### src/rtl/display_time_selector.sv
// Display output stage: debounces the view keys, selects the time source and
// scans the selected BCD time onto two 3-digit 7-segment groups.
module display_time_selector #(
  parameter int unsigned CLK_HZ          = 100_000_000,
  parameter int unsigned SCAN_DIV        = 100_000,
  parameter int unsigned DEBOUNCE_CYCLES = 2_000_000
) (
  input  logic        clk,
  input  logic        reset,
  input  logic        power_state,
  input  logic        work_time_key,
  input  logic        gesture_time_key,
  input  logic [23:0] uptime_bcd,
  input  logic [23:0] worktime_bcd,
  input  logic [7:0]  gesture_bcd,
  output logic [7:0]  tub_segments_1,
  output logic [7:0]  tub_segments_2,
  output logic [5:0]  tub_select,
  output logic [1:0]  display_src
);

  localparam int unsigned SCAN_W = (SCAN_DIV > 1) ? $clog2(SCAN_DIV) : 1;
  localparam int unsigned DB_W   = (DEBOUNCE_CYCLES > 1) ? $clog2(DEBOUNCE_CYCLES) : 1;
  localparam logic [SCAN_W-1:0] SCAN_LAST = SCAN_W'(SCAN_DIV - 1);
  localparam logic [DB_W-1:0]   DB_LAST   = DB_W'(DEBOUNCE_CYCLES - 1);

  if (CLK_HZ < SCAN_DIV) begin : g_param_check
    $error("display_time_selector: SCAN_DIV exceeds CLK_HZ");
  end

  typedef enum logic [1:0] {
    S_UPTIME  = 2'b00,
    S_WORK    = 2'b01,
    S_GESTURE = 2'b10
  } src_state_t;

  src_state_t state_q, state_d;

  // Key conditioning; index 0 = work key, index 1 = gesture key.
  logic [1:0]      key_raw, key_s1, key_s2, key_deb, key_deb_d, key_rise;
  logic [DB_W-1:0] db_cnt [2];

  assign key_raw  = {gesture_time_key, work_time_key};
  assign key_rise = key_deb & ~key_deb_d;

  always_ff @(posedge clk or negedge reset) begin
    if (!reset) begin
      key_s1    <= '0;
      key_s2    <= '0;
      key_deb   <= '0;
      key_deb_d <= '0;
      for (int unsigned i = 0; i < 2; i++) db_cnt[i] <= '0;
    end else begin
      key_s1    <= key_raw;
      key_s2    <= key_s1;
      key_deb_d <= key_deb;
      for (int unsigned i = 0; i < 2; i++) begin
        if (key_s2[i] == key_deb[i]) begin
          db_cnt[i] <= '0;
        end else if (db_cnt[i] == DB_LAST) begin
          key_deb[i] <= key_s2[i];
          db_cnt[i]  <= '0;
        end else begin
          db_cnt[i] <= db_cnt[i] + 1'b1;
        end
      end
    end
  end

  always_ff @(posedge clk or negedge reset) begin
    if (!reset) state_q <= S_UPTIME;
    else        state_q <= state_d;
  end

  // A press while the other key is held, or both together, falls back to uptime.
  always_comb begin
    state_d = state_q;
    if (!power_state) begin
      state_d = S_UPTIME;
    end else if (key_rise[0] && key_rise[1]) begin
      state_d = S_UPTIME;
    end else if (key_rise[0]) begin
      if (key_deb[1] || state_q == S_WORK) state_d = S_UPTIME;
      else                                  state_d = S_WORK;
    end else if (key_rise[1]) begin
      if (key_deb[0] || state_q == S_GESTURE) state_d = S_UPTIME;
      else                                     state_d = S_GESTURE;
    end
  end

  logic [SCAN_W-1:0] scan_cnt;
  logic [2:0]        digit_idx;

  always_ff @(posedge clk or negedge reset) begin
    if (!reset) begin
      scan_cnt  <= '0;
      digit_idx <= '0;
    end else if (scan_cnt == SCAN_LAST) begin
      scan_cnt  <= '0;
      digit_idx <= (digit_idx == 3'd5) ? 3'd0 : digit_idx + 3'd1;
    end else begin
      scan_cnt <= scan_cnt + 1'b1;
    end
  end

  function automatic logic [7:0] seg_decode(input logic [3:0] n);
    case (n)
      4'd0:    seg_decode = 8'h3F;
      4'd1:    seg_decode = 8'h06;
      4'd2:    seg_decode = 8'h5B;
      4'd3:    seg_decode = 8'h4F;
      4'd4:    seg_decode = 8'h66;
      4'd5:    seg_decode = 8'h6D;
      4'd6:    seg_decode = 8'h7D;
      4'd7:    seg_decode = 8'h07;
      4'd8:    seg_decode = 8'h7F;
      4'd9:    seg_decode = 8'h6F;
      default: seg_decode = 8'h40;
    endcase
  endfunction

  logic [23:0] src_bus;
  logic [3:0]  nib;
  logic        dp, lit;
  logic [7:0]  seg;
  logic [7:0]  seg1_d, seg2_d;
  logic [5:0]  sel_d;

  always_comb begin
    sel_d   = '0;
    seg1_d  = '0;
    seg2_d  = '0;
    nib     = '0;
    dp      = 1'b0;
    lit     = 1'b0;
    src_bus = (state_q == S_WORK) ? worktime_bcd : uptime_bcd;
    if (state_q == S_GESTURE) begin
      if (digit_idx == 3'd4) begin
        lit = 1'b1;
        nib = gesture_bcd[7:4];
      end else if (digit_idx == 3'd5) begin
        lit = 1'b1;
        nib = gesture_bcd[3:0];
      end
    end else begin
      lit = 1'b1;
      dp  = (digit_idx == 3'd1) || (digit_idx == 3'd3);
      case (digit_idx)
        3'd0:    nib = src_bus[23:20];
        3'd1:    nib = src_bus[19:16];
        3'd2:    nib = src_bus[15:12];
        3'd3:    nib = src_bus[11:8];
        3'd4:    nib = src_bus[7:4];
        3'd5:    nib = src_bus[3:0];
        default: lit = 1'b0;
      endcase
    end
    seg = seg_decode(nib) | {dp, 7'b0};
    if (power_state && lit) begin
      sel_d = 6'b000001 << digit_idx;
      if (digit_idx < 3'd3) seg1_d = seg;
      else                  seg2_d = seg;
    end
  end

  always_ff @(posedge clk or negedge reset) begin
    if (!reset) begin
      tub_select     <= '0;
      tub_segments_1 <= '0;
      tub_segments_2 <= '0;
      display_src    <= '0;
    end else begin
      tub_select     <= sel_d;
      tub_segments_1 <= seg1_d;
      tub_segments_2 <= seg2_d;
      display_src    <= state_q;
    end
  end

endmodule
### config.mk
export PLATFORM = sky130hd
export DESIGN_NAME = display_time_selector
export DESIGN_NICKNAME = d
export VERILOG_FILES = /design/src/rtl/display_time_selector.sv
export SDC_FILE = /design/constraint.sdc
export NUM_CORES = 1
export LEC_CHECK = 0
export CAP_MARGIN = 40
export CORE_AREA = 5 5 90 109
export DETAILED_ROUTE_END_ITERATION = 8
export DIE_AREA = 0 0 95 114
export HOLD_SLACK_MARGIN = 0.12
export PLACE_DENSITY_LB_ADDON = 0.08
export SKIP_CTS_REPAIR_TIMING = 1
export SYNTH_ARGS = -nofsm -noshare
export SYNTH_HDL_FRONTEND = slang
export SYNTH_SLANG_ARGS = --single-unit
### constraint.sdc
create_clock -name clk -period 4.3 [get_ports clk]
set_input_delay 0.86 -clock clk [delete_from_list [all_inputs] [get_ports clk]]
set_output_delay 0.86 -clock clk [all_outputs]
set_load 0.005 [all_outputs]
==> results of run 1 <==
-- power by group through the flow --
stage	registers, mW	logic (mW)	clock network [mW]
global route	0.921	0.153	0.580
CTS	0.920	0.141	0.537
finish	0.919	0.139	0.522
global placement	0.937	0.135	0
detailed placement	0.938	0.141	0
floorplan	0.937	0.0443	0
-- through the flow --
stage | setup slack (ns) | power [mW] | hold slack [ns] | std cells
final | 1.33 | 1.58 | 0.371 | 675
after global routing | 1.14 | 1.65 | 0.375 | 675
after CTS | 1.32 | 1.60 | 0.372 | 675
after global placement | 1.28 | 1.07 | 0.340 | 659
after floorplan | 1.84 | 0.981 | 0.331 | 468
after detailed placement | 1.28 | 1.08 | 0.338 | 660
-- worst max path at each step --
stage,slack [ns],start,endpoint,depth (start not counted)
final,1.33,state_q[1],tub_segments_2[1],9
after floorplan,1.84,worktime_bcd[13],tub_segments_1[1],8
after CTS,1.32,state_q[0],tub_segments_2[1],9
after global routing,1.14,state_q[0],tub_segments_2[1],9
after detailed placement,1.28,worktime_bcd[13],tub_segments_1[1],9
after global placement,1.28,worktime_bcd[13],tub_segments_2[1],9
-- registers in the layout, summed over array words and instances (netlist names) --
signal / cells
key_deb: 2
tub_segments_1: 8
key_s1: 2
db_cnt: 42
key_s2: 2
digit_idx: 3
tub_select: 6
tub_segments_2: 8
state_q: 2
key_deb_d: 2
display_src: 2
scan_cnt: 17
-- Yosys cell counts (5+ instances only) --
library cell  number  area (µm²)
o21ai_0            9        45.0
mux2_2             6        67.6
nand2b_1          10        62.6
inv_1             11        41.3
or3_1              5        31.3
o21ai_1            5        25.0
nor3_1             5        25.0
ha_1               7        87.6
nor2_1            71         267
dfrtp_1           96        2400
clkbuf_1           9        33.8
mux2i_1           16         160
a21oi_1           17        85.1
nand2_1           31         116
and3_1            15        93.8
xnor2_1           22         193
nand4_1            8        50.1
xor2_1            31         272
o22ai_1            5        31.3
nand3_1           29         145
-- cell type report --
class	count	area, µm²
clock buffer	10	138
clock inverter	5	33.8
timing repair buffer	87	881
inverter	11	41.3
multi-input combinational	346	2240
tap	120	150
sequential	96	2400
fill	734	2870
-- metal layers --
metal | share of wire | track usage | vias to the layer above | routed length (µm)
li1 | - | - | 1784 | -
met1 | 0.42 | 0.247 | 1721 | 4160
met2 | 0.50 | 0.330 | 104 | 5000
met3 | 0.065 | 0.0699 | 17 | 648
met4 | 0.021 | 0.0635 | 0 | 208
met5 | 0 | 0 | - | 0
-- worst reg2reg max path: stages, from the launching register on --
cell and delay (ns):
dfrtp_1 0.47, nor2b_4 0.58, mux2_2 0.41, a222oi_1 0.37, a31o_2 0.27, inv_1 0.10
ha_1 0.33, a21o_1 0.16, nand2_1 0.08, a21oi_1 0.07
-- kinds of logic (layout without fill, tap and decap cells) --
family                   count (synthesis)  in the layout  share of synthesized area
AND/OR/NAND/NOR                        209            209                      0.226
flip-flops                              96             96                      0.505
XOR/XNOR                                53             53                     0.0977
AO/OA/AOI/OAI                           52             52                     0.0671
buffers and inverters                   26            113                     0.0240
multiplexers                            25             25                     0.0613
adder cells (fa/ha/maj)                  7              7                     0.0184
==> flow_summary.toml, run 1 <==
[status]
status = "completed"

[floorplanning]
die_y_um = 114
core_um2 = 8750
die_area_um2 = 10800
rows = 38
start_util = 0.543
io_pins = 85
chipWidth_um = 95

[worst_setup_path]
slowest_delay_ns = 0.58
critPathBufInv = 1
crit_chain = "nor2b_4 -> mux2_2 -> a222oi_1 -> a31o_2 -> inv_1 -> ha_1 -> a21o_1 -> nand2_1 -> a21oi_1"
crit_path_end_kind = "register"
r2r_end = "tub_segments_2[1]"
cp_slowest_cell = "nor2b_4"
path_class = "register to register"
critPathMaxFanout = 21
arrival_ns = 3.20
r2r_setup_slack_ns = 1.33
critPathRequiredTime_ns = 4.53
rr_startpoint = "state_q[1]"
cp_top_family = "compound AO/OA/AOI/OAI gates"
worst-r2r-cell-count = 9
critPathLaunchType = "register"

[job]
max_cap_viol_count = 0

[placed_design]
gp_congestion = 0.825
port_buffers = 84
dp_hpwl_mm = 7.64
placed_area_um2 = 5710

[power_and_ir_drop]
clock_power_share = 0.330
switching_power_uw = 366
combPwrFrac = 0.088
sw_frac_of_total = 0.232
irDropWorstVdd_mv = 0.172
seqPwrFrac = 0.582
power_density_nw_per_um2 = 269
internal-power_mw = 1.21
leakagePower_nw = 2.55

[detailed_routing]
vias = 3626
wirelength_mm = 10.0
drc_errors = 0
viasPerCell = 5.37
drt_iter0_drc = 123
post_drt_wl_per_cell_um = 14.8
firstDrtPassIters = 4
ant_nets = 0

[timing]
tns_ns = 0
rsz0062_at_grt = "no"
clock_skew_ns = 0.00767
tightest_slew_ns = 0.688
hold_viol = 0
setup_violations = 0
drv_slew = 0
period_minus_slack_ns = 2.97
fmax_ghz = 0.337
fin_crit_sh = 0.691
maxSlewHeadroom = 0.541

[synth]
synth_nets = 536
avgSynthCellArea_um2 = 10.2
yosysUniqueCellTypes = 57
ys_ff_latch = 96
synth_edf_count = 0
syn_inst = 468
netlist_area_um2 = 4750
ys.flop_type = "dfrtp_1"
yosysWarnings = 0
ys_seq_area_frac = 0.505
async_flop_share = 1.00

[worst_hold_path]
hp-start = "key_s1[0]"
worstHoldPathType = "register to register"
hold_path_depth = 0
hold_end = "key_s2[0]"

[clock_network]
cts.sinks = 96
insertion_delay_ns = 0.36
cts_htree_levels = 3
cts_tree = "built"
cts_max_path_buffers = 2
clkTransAtPathRegs_ns = 0.09
cts_buffers = 9
root_buffer = "clkbuf_8"

[cells_and_area]
antenna_cells = 0
fin_util = 0.672
layout_common_cells = "dfrtp_1, clkdlybuf4s50_1, nor2_1"
drive_above_1_share = 0.0667
final_common_cell = "dfrtp_1"
finalInstanceArea_um2 = 5880
fin_nets = 619
syn_to_final_growth_pct = 23.8

[global_route]
grt_pass1_vias = 3752
grt_antenna_before_repair = 0
grt_max_degree = 53
gr-total-overflow = 0
track_usage = 0.201
grt_first_pass_wirelength_mm = 17.0
Power figures use the tool's default switching activity.
==> inputs of run 2 (changes only) <==
CORE_AREA = 5 5 97 118   (was 5 5 90 109)
DIE_AREA = 0 0 102 123   (was 0 0 95 114)
clock period = 2.6 ns   (was 4.3 ns; I/O delays follow)
==> run 2 against run 1 <==
Flip-flop and latch count is the same. Non-clock buffer count increased by 16. Global-route usage shrank 2.5 points. Cell count rose by 3.7%. Register-to-register slack got worse by 1.2 ns. Critical path depth increased by 1. Design area is 3.7% higher. Die area increased by 16%. Hold slack got worse by 0.17 ns. Wire length increased by 2.9%. Critical path type unchanged.
==> flow_summary.toml, run 2 (synthesis gave the netlist of run 1 again) <==
[timing]
setup_violations = 0
clock_skew_ns = 0.00900
fmax_ghz = 0.409
period_minus_slack_ns = 2.45
hold-worst-slack_ns = 0.200
drv_slew = 0
hold_viol = 0
rsz0062_at_grt = "no"
tightest_slew_ns = 0.602
fin_crit_sh = 0.941
maxSlewHeadroom = 0.599

[global_route]
gr-total-overflow = 0
grt_most_used_layer = "met2"
grtUsageMet1 = 0.216
grt_max_degree = 51
grt_pass1_vias = 3785
track_usage = 0.175
grt_antenna_before_repair = 0
grt_first_pass_wirelength_mm = 17.6
gr-usage-met3 = 0.0542
met2_usage = 0.293

[detailed_routing]
post_drt_wl_per_cell_um = 14.7
drc_errors = 0
vias = 3678
wirelength_mm = 10.3
viasPerCell = 5.25
ant_nets = 0
firstDrtPassIters = 4
drt_iter0_drc = 131

[clock_network]
cts.sinks = 96
cts_htree_levels = 3
cts_tree = "built"
root_buffer = "clkbuf_16"
cts_buffers = 9
insertion_delay_ns = 0.33
cts_max_path_buffers = 2
clkTransAtPathRegs_ns = 0.07

[cells_and_area]
reg_top3 = "db_cnt x42, scan_cnt x17"
final_common_cell = "dfrtp_1"
largest_reg_flops = 42
fin_util = 0.598
drive_above_1_share = 0.0946
layout_common_cells = "dfrtp_1, clkdlybuf4s50_1, nor2_1"
antenna_cells = 0
syn_to_final_growth_pct = 28.3
finalInstanceArea_um2 = 6100
max_flop_register = "db_cnt"
fin_nets = 635

[worst_setup_path]
critPathLaunchType = "register"
cp_slowest_cell = "dfrtp_1"
arrival_ns = 2.65
crit_chain = "nor2b_4 -> buf_4 -> mux2_4 -> a222oi_1 -> a31o_2 -> inv_1 -> ha_1 -> a21o_1 -> nand2_1 -> a21oi_1"
crit_path_end_kind = "register"
critPathBufInv = 2
slowest_delay_ns = 0.41
critPathRequiredTime_ns = 2.80
cp_top_family = "compound AO/OA/AOI/OAI gates"
critPathMaxFanout = 5
path_class = "register to register"

[power_and_ir_drop]
seqPwrFrac = 0.518
clock_power_share = 0.404
irDropWorstVdd_mv = 0.284
leakagePower_nw = 2.67
internal-power_mw = 2.31
combPwrFrac = 0.078
power_mw = 2.94
switching_power_uw = 629
sw_frac_of_total = 0.214
power_density_nw_per_um2 = 483

[floorplanning]
die_y_um = 123
rows = 41
start_util = 0.466
io_pins = 85
core_um2 = 10200
die_area_um2 = 12500
chipWidth_um = 102

[placed_design]
port_buffers = 84
dp_hpwl_mm = 8.02
gp_congestion = 0.809
placed_area_um2 = 5820

[worst_hold_path]
worstHoldPathType = "input port to async pin"

[status]
status = "completed"

[job]
max_cap_viol_count = 0
-- run 2: changes by cell type in the layout (fill, tap and decap cells not counted), moves of 2 or more --
cell,before,now
buf_4,3,19
clkbuf_16,0,9
clkbuf_8,10,1
clkinvlp_4,2,0
-- run 2: worst paths after layout --
check | start | to | slack [ns] | depth (start not counted)
min reg2reg | key_s1[1] | key_s2[1] | 0.36 | 0
min in group clk | key_s1[1] | key_s2[1] | 0.36 | 0
max in group asynchronous | reset | digit_idx[2] | 1.69 | 2
max reg2reg | state_q[1] | tub_segments_2[1] | 0.15 | 10
max | state_q[1] | tub_segments_2[1] | 0.15 | 10
min | reset | db_cnt[40] | 0.20 | 1
-- run 2: stage by stage --
step / setup TNS (ns) / instances / setup WS (ns)
after floorplan: 0 / 468 / 0.162
after global placement: 0 / 684 / 0.0122
after detailed placement: -0.000121 / 684 / -0.000121
after CTS: 0 / 699 / 0.107
after global routing: 0 / 700 / 0.0159
final: 0 / 700 / 0.155
-- run 2: final cells by class --
class                           instances  area (µm²)
Sequential cell                        96        2400
Multi-Input combinational cell        346        2240
Clock inverter                          5        32.5
Inverter                               11        41.3
Tap cell                              129         161
Fill cell                             864        4110
Clock buffer                           10         239
Timing Repair Buffer                  103         985
-- run 2: layer usage --
metal  up-vias  share of wire
li1       1813              -
met1      1752           0.42
met2        96           0.49
met3        17          0.067
met4         0          0.022
met5         -              0
-- run 2: power by group through the flow --
| stage | Sequential (mW) | Clock (mW) | Combinational (mW) |
|---|---|---|---|
| 3_3_place_gp | 1.55 | 0 | 0.233 |
| 5_1_grt | 1.52 | 1.30 | 0.257 |
| 6_report | 1.52 | 1.19 | 0.230 |
| 2_1_floorplan | 1.55 | 0 | 0.0732 |
| 4_1_cts | 1.52 | 1.24 | 0.236 |
| 3_5_place_dp | 1.55 | 0 | 0.236 |
==> inputs of run 3 (changes only) <==
CORE_AREA = 5 5 91 110   (was 5 5 97 118)
CTS_BUF_LIST = sky130_fd_sc_hd__clkbuf_8   (was not set)
DIE_AREA = 0 0 96 115   (was 0 0 102 123)
MAX_ROUTING_LAYER = met4   (was not set)
clock period = 2.4 ns   (was 2.6 ns; I/O delays follow)
==> run 3 against run 2 <==
Largest cell class unchanged. Die area down 12%. Largest power group unchanged. Design area up 2.0%. Wire length rose by 3.9%.
==> flow_summary.toml, run 3 (synthesis gave the netlist of run 1 again) <==
[status]
status = "completed"

[clock_network]
cts_htree_levels = 3
cts_buffers = 9
cts.sinks = 96
clkTransAtPathRegs_ns = 0.09
insertion_delay_ns = 0.36
cts_max_path_buffers = 2
root_buffer = "clkbuf_8"
cts_tree = "built"

[worst_setup_path]
crit_chain = "nor2b_4 -> buf_12 -> buf_4 -> mux2_2 -> a222oi_1 -> a31o_2 -> buf_4 -> nand3_4 -> mux2i_1 -> a211oi_1"
arrival_ns = 2.62
crit_path_end_kind = "register"
critPathMaxFanout = 7
critPathRequiredTime_ns = 2.66
cp_common_cell = "buf_4"
cp_slowest_cell = "dfrtp_1"
critPathLaunchType = "register"
path_class = "register to register"
slowest_delay_ns = 0.41

[power_and_ir_drop]
irDropWorstVdd_mv = 0.283
leakagePower_nw = 2.71
power_density_nw_per_um2 = 452

[timing]
layout_setup_ws_ns = 0.0413
rsz0062_at_grt = "yes"
tightest_slew_ns = 0.600
maxSlewHeadroom = 0.600
clock_skew_ns = 0.0104
hold_viol = 0
fin_crit_sh = 0.983
fmax_ghz = 0.424
tns_ns = 0
setup_violations = 0
drv_slew = 0
period_minus_slack_ns = 2.36
hold-worst-slack_ns = 0.115

[floorplanning]
io_pins = 85
start_util = 0.537
core_um2 = 8840
chipWidth_um = 96
die_y_um = 115
rows = 38
die_area_um2 = 11000

[cells_and_area]
instances_no_fill = 704
fin_nets = 648
fin_util = 0.703
antenna_cells = 0
drive_above_1_share = 0.147
syn_to_final_growth_pct = 30.9
reg_top3 = "db_cnt x42, scan_cnt x17"
final_common_cell = "dfrtp_1"
layout_common_cells = "dfrtp_1, clkdlybuf4s50_1, nor2_1"
max_flop_register = "db_cnt"
largest_reg_flops = 42

[detailed_routing]
vias = 3797
firstDrtPassIters = 4
wirelength_mm = 10.7
drc_errors = 0
ant_nets = 0
viasPerCell = 5.39
post_drt_wl_per_cell_um = 15.2
drt_iter0_drc = 132

[global_route]
grt_first_pass_wirelength_mm = 17.6
track_usage = 0.210
grt_pass1_vias = 3896
grt_antenna_before_repair = 0
grt_max_degree = 48
gr-total-overflow = 0

[placed_design]
dp_slack_ns = -0.220
port_buffers = 84
dp.cells = 684
dp_hpwl_mm = 7.95
gp_congestion = 0.875

[job]
max_cap_viol_count = 0

[worst_hold_path]
worstHoldPathType = "input port to async pin"
[run 3: cell types whose count changed in the layout (fill, tap and decap cells not counted), sizes merged]
cell      change
clkinvlp      +2
inv           +2
clkinv        -3
clkbuf        -1
buf          +13
[run 3: final timing paths]
| path | slack [ns] | startpoint | depth (start not counted) | to |
|---|---|---|---|---|
| worst max-delay path | 0.04 | state_q[1] | 10 | tub_segments_2[0] |
| worst min-delay path | 0.12 | reset | 1 | db_cnt[3] |
| worst max register to register | 0.04 | state_q[1] | 10 | tub_segments_2[0] |
| worst min register to register | 0.35 | key_s1[1] | 0 | key_s2[1] |
| max in group asynchronous | 1.65 | reset | 2 | digit_idx[2] |
| min in group clk | 0.35 | key_s1[1] | 0 | key_s2[1] |
[run 3: layout make-up]
type	count	area [µm²]
Clock buffer	9	124
Clock inverter	6	31.3
Fill cell	656	2620
Inverter	11	41.3
Multi-Input combinational cell	346	2350
Sequential cell	96	2400
Tap cell	120	150
Timing Repair Buffer	116	1120
[run 3: layer usage]
metal  global-route usage  up-vias  share of wire
met5                    -        -              0
met4                0.103        0          0.028
met3               0.0484       24          0.053
met2                0.327      114           0.50
met1                0.255     1812           0.42
li1                     -     1847              -
[run 3: per-stage QoR]
step / total power [mW] / instance area, µm²
global route: 2.93 / 6220
detailed placement: 1.94 / 5880
finish: 2.81 / 6220
global placement: 1.94 / 5880
CTS: 2.82 / 6040
floorplan: 1.76 / 4760
[run 3: critical path: cells and delay by family, from the launching register on]
| family | cells | cell delay [ns] |
|---|---|---|
| AOI/OAI and AO/OA | 3 | 0.71 |
| muxes | 2 | 0.49 |
| DFF | 1 | 0.41 |
| buffers and inverters | 3 | 0.39 |
| and+or+nand+nor | 2 | 0.25 |
[run 3: power breakdown]
group	internal, mW	total, mW	switching, mW
combinational	0.163	0.283	0.120
sequential	1.64	1.65	0.0136
clock	0.358	0.881	0.523
total	2.16	2.81	0.657
==> RTL edit 1, RTL diff (settings of run 1) <==
The output `tub_segments_1` loses its register stage (`tub_segments_1` becomes a continuous assignment).
--- a/src/rtl/display_time_selector.sv
+++ b/src/rtl/display_time_selector.sv
@@ -166,15 +166,15 @@
   always_ff @(posedge clk or negedge reset) begin
     if (!reset) begin
       tub_select     <= '0;
-      tub_segments_1 <= '0;
       tub_segments_2 <= '0;
       display_src    <= '0;
     end else begin
       tub_select     <= sel_d;
-      tub_segments_1 <= seg1_d;
       tub_segments_2 <= seg2_d;
       display_src    <= state_q;
     end
   end
 
+  assign tub_segments_1 = seg1_d;
+
 endmodule
Check against the original RTL: not equivalent (a bounded check fails within 4 cycles, from zero or initial values and one cycle with reset low).
==> RTL edit 1 against run 1 <==
  * Wire length is 1.2% lower
  * Sequential cell count is 8 lower
  * Synthesized area down 4.2%
  * Power fell by 2.4%
  * Via count shrank 0.66%
  * Clock skew rose by 5.4 ps
  * Final area fell by 1.4%
  * Worst setup slack worse by 1300 ps
  * Critical endpoint is now tub_segments_1[2]
  * Highest routed layer unchanged
==> RTL edit 1: results (changes against run 1) <==
The flow ran to the end, and the final reports show no timing, DRC or antenna violations. The run gives 0.196 (-0.00481) as the global-route usage over all layers. The logs give 0.00251 µW (-1.2%) for the static leakage and 7490 µm (-2.0%) for the HPWL after detailed placement.

The fraction of layout instances using a drive strength above 1 is 0.0939 (+0.0272), and the placer's final routability congestion estimate is 0.900 (+9.1%). The run gives 0.00551 mm² (-3.5%) as the cell area reported after detailed placement. Ranked by instance count, the synthesized netlist is headed by 88 x dfrtp_1, 71 x nor2_1, 31 x nand2_1, 31 x xor2_1, 29 x nand3_1.

The worst ir drop on vdd is 0.000153 V (-11%), and the first-pass GRT wire length is 16700 µm (-1.7%). The sequential share of the synthesized area came out at 0.484 (-0.0217). For the data arrival at the endpoint of the critical path, the log shows 3370 ps (+170 ps). In the post-synthesis netlist, the biggest area contributors are dfrtp_1 48%, xor2_1 6.0%, nor2_1 5.9%, xnor2_1 4.2%, mux2i_1 3.5%.

The beginning of the worst register-to-register path was state_q[0]$_DFFE_PN0P_. For the final hold slack, the log shows 349 ps (-21.7 ps). The clock skew is 13.1 ps (+5.39 ps). The detailed-router iteration count before antenna repair is 5 (+1), and the synthesized area per cell is 9.90 µm² (-2.5%).

The instance count after placement with tap cells included was 655 (-0.76%); the total wire length was 9900 µm (-1.2%). For the count of vias placed by the detailed router, the log shows 3602 (-0.66%). The logs give 1540 µW (-2.4%) for the overall power of the completed layout and 122 (-0.81%) for the detailed router's first-iteration violation count. The maximum fanout encountered on the critical timing path is 8 (-62%). For the largest net degree at the start of global routing, the log shows 63 (+19%).

The routed wire length per instance was 14.7 µm (-1.1%); the detailed-route wire length on metal 1 was 4100 µm (-1.5%). The measured slew at the worst slew-check pin is 773 ps (+84.5 ps), and the via count of the first global-routing pass is 3689 (-1.7%). The logs give 528 (-1.5%) for the total nets after synthesis and 737 (+0.41%) for the layout filler cell count.
-- RTL edit 1: changes by cell type in the layout (fill, tap and decap cells not counted), sizes merged --
cell and delta:
buf +8, clkdlybuf4s50 -1, dfrtp -8, dlymetal6s2s +1, clkbuf +1, clkinv -2
bufinv +1, clkinvlp -1
-- RTL edit 1: kinds of logic after synthesis --
group,count (synthesis),synth area share
AOI/OAI and AO/OA,52,0.0701
xor gates and xnor gates,53,0.102
adders and majority gates,7,0.0192
buffers and inverters,26,0.0250
DFF,88,0.484
muxes,25,0.0640
and+or+nand+nor,209,0.236
-- RTL edit 1: worst max-delay path by stage --
stage / cells past startpoint / end / start / slack (ps)
2_1_floorplan: 7 / tub_segments_1[3] / worktime_bcd[13] / 1080
3_3_place_gp: 9 / tub_segments_1[3] / worktime_bcd[13] / 80
3_5_place_dp: 9 / tub_segments_1[3] / uptime_bcd[1] / 80
4_1_cts: 11 / tub_segments_1[3] / state_q[0]$_DFFE_PN0P_ / -100
5_1_grt: 11 / tub_segments_1[3] / state_q[0]$_DFFE_PN0P_ / -60
6_report: 9 / tub_segments_1[2] / state_q[0]$_DFFE_PN0P_ / 70
-- RTL edit 1: routing by layer --
metal / global-route usage / up-vias
li1: - / 1777
met1: 0.233 / 1702
met2: 0.334 / 103
met3: 0.0574 / 20
met4: 0.0712 / 0
met5: 0 / -
-- RTL edit 1: power breakdown --
part | internal (µW) | switching [µW] | total, µW
logic | 80.9 | 59.5 | 140
clock network | 293 | 270 | 563
registers | 834 | 4.62 | 838
-- RTL edit 1: final cells by class --
cell class | count | share of cell area
timing repair buffer | 95 | 0.162
inverter | 11 | 0.00712
clock buffer | 11 | 0.0261
tap | 120 | 0.0259
sequential | 88 | 0.380
multi-input combinational | 346 | 0.391
clock inverter | 3 | 0.00734
==> RTL edit 2, RTL diff (settings of run 1) <==
Made on the original files. Set the parameter `SCAN_DIV` to 50_000 (it was 100_000).
--- a/src/rtl/display_time_selector.sv
+++ b/src/rtl/display_time_selector.sv
@@ -2,7 +2,7 @@
 // scans the selected BCD time onto two 3-digit 7-segment groups.
 module display_time_selector #(
   parameter int unsigned CLK_HZ          = 100_000_000,
-  parameter int unsigned SCAN_DIV        = 100_000,
+  parameter int unsigned SCAN_DIV        = 50_000,
   parameter int unsigned DEBOUNCE_CYCLES = 2_000_000
 ) (
   input  logic        clk,
Behaviour: same outputs for any inputs over 10 cycles, from zero or initial values and one cycle with reset low; that may be too few to reach the edited logic, so the function may still have changed.
==> RTL edit 2 against run 1 <==
  * Synthesized area grew 1.1%
  * First-iteration DRC count grew 27%
  * Highest routed layer unchanged
  * Cell count shrank 1.2%
  * Sequential cell count shrank 1
  * Power grew 3.0%
  * Critical endpoint is now tub_segments_1[3]$_DFF_PN0_
  * Wire length grew 0.70%
  * Final area grew 1.1%
  * Worst setup slack gained 92 ps
==> RTL edit 2: results (changes against run 1) <==
The run finished with clean final reports. The cell type of the slowest stage on the worst timing path is dfrtp_1. By area the synthesized netlist is led by dfrtp_1 49%, xor2_1 6.2%, nor2_1 5.6%, xnor2_1 3.5%, nand3_1 3.0%.

The xor-xnor portion of the synthesized cell area was 0.0966 (-0.00104). The tools report the beginning of the worst register-to-register path as digit_idx[1]$_DFFE_PN0N_. The met1 track utilization from global routing was 0.257 (+0.0103). The static leakage is 0.00256 µW (+0.49%). The data arrival at the endpoint of the critical path was 3140 ps (-60 ps). The total nets after synthesis came out at 526 (-1.9%).

Clock skew: 9.95 ps (+2.28 ps). Final-stage net count: 612 (-1.1%). For the global routing usage on met3, the log shows 0.0561 (-0.0139). The total wire length is 10100 µm (+0.70%). By count the netlist is led by 95 x dfrtp_1, 72 x nor2_1, 36 x nand2_1. The run gives 1260 µW (+4.1%) as the internal power contribution. The logs give 1420 ps (+90 ps) for the slack of the worst reg-to-reg path and 0.881 (+6.8%) for the placer's final routability congestion estimate. In the final layout, the registers with the most flip-flops are db_cnt (42), scan_cnt (16).

The tools report the sequential share of the synthesized area as 0.495 (-0.0106). The depth of the most critical reg-to-reg path works out to 10 (+1). The routed wire length per instance works out to 15.1 µm (+1.9%). The critical path ends at tub_segments_1[3]$_DFF_PN0_.

The share of synthesized area spent on multiplexers was 0.0656 (+0.00429); the worst ir drop on vdd was 0.000186 V (+7.9%). The instance count after placement with tap cells included is 653 (-1.1%), and the adder and majority cell fraction of the synthesized area is 0.0182 (-0.000197). The HPWL after detailed placement came out at 7670 µm (+0.27%). For the largest net degree at the start of global routing, the log shows 56 (+5.7%). The fraction of layout instances using a drive strength above 1 was 0.0932 (+0.0266). The peak per-stage delay on the critical path is 710 ps (+130 ps), and the instance count of the mapped netlist is 458 (-2.1%).

The maximum fanout encountered on the critical timing path works out to 15 (-29%). For the met2 global-route usage, the log shows 0.344 (+0.0141). The class of the worst hold path is input pin to async pin.

The via count of the first global-routing pass was 3842 (+2.4%). For the number of antenna diodes, the log shows 0 (unchanged). For the count of cell types in the netlist, the log shows 63 (+11%). The count of vias placed by the detailed router was 3558 (-1.9%). The first-pass GRT wire length was 17700 µm (+4.2%). Remaining max-slew budget at the tightest pin: 0.570 (+0.0289).
==> RTL edit 2: cell count changes after synthesis, moves of 3 or more <==
cell	change
a21oi_1	-8
nor3_1	+8
nand2b_1	-6
nand2_1	+5
mux2i_1	-4
mux4_2	+4
o21ai_1	-4
or3_1	-4
buf_2	-3
clkbuf_1	-3
nor4b_1	+3
xnor2_1	-3
xor2_1	+3
==> RTL edit 2: worst min path at each step <==
stage	slack, ps	endpoint
2_1_floorplan	330	key_s2[0]$_DFF_PN0_
5_1_grt	370	display_src[1]$_DFF_PN0_
3_5_place_dp	340	key_s2[1]$_DFF_PN0_
3_3_place_gp	340	key_s2[0]$_DFF_PN0_
4_1_cts	350	display_src[1]$_DFF_PN0_
6_report	360	db_cnt[14]$_DFF_PN0_
==> RTL edit 2: worst reg2reg max path: stages (launching register included) <==
cell and delay, ps:
dfrtp_1 710, nand2_1 220, inv_1 100, ha_1 210, inv_1 130, a31oi_4 300
nand3_1 150, a21oi_2 230, or2_1 320, nor2_2 120, a221oi_1 310
==> RTL edit 2: area by class of cell <==
cell class / instances / area, µm²
Fill cell: 692 / 2800
Clock inverter: 4 / 47.5
Timing Repair Buffer: 88 / 888
Multi-Input combinational cell: 340 / 2310
Sequential cell: 95 / 2380
Tap cell: 120 / 150
Inverter: 10 / 37.5
Clock buffer: 10 / 138
==> RTL edit 2: kinds of logic (layout without fill, tap and decap cells) <==
family,after synthesis,after routing
mux,23,23
fa+ha+maj,7,7
xor+xnor,53,53
buf+inv,23,112
compound gates,46,46
flops,95,95
simple gates,211,211
==> RTL edit 2: metal layers <==
metal | routed length, µm | up-vias
li1 | - | 1747
met1 | 4290 | 1711
met2 | 5010 | 84
met3 | 571 | 16
met4 | 215 | 0
met5 | 0 | -
==> RTL edit 2: power groups by stage <==
stage / sequential (µW) / clock, µW / combinational [µW]
final: 910 / 572 / 146
after CTS: 910 / 588 / 150
after global routing: 912 / 618 / 163
after global placement: 928 / 0 / 143
after floorplan: 927 / 0 / 51.4
after detailed placement: 928 / 0 / 149
==> RTL edit 2: metrics by stage <==
stage               hold WS [ps]  area [µm²]  setup slack (ps)  utilization
finish                       360        5950              1420        0.680
global route                 368        5950              1160        0.680
CTS                          349        5950              1390        0.680
detailed placement           343        5760              1220        0.659
global placement             337        5740              1250        0.656
floorplan                    331        4800              1680            -
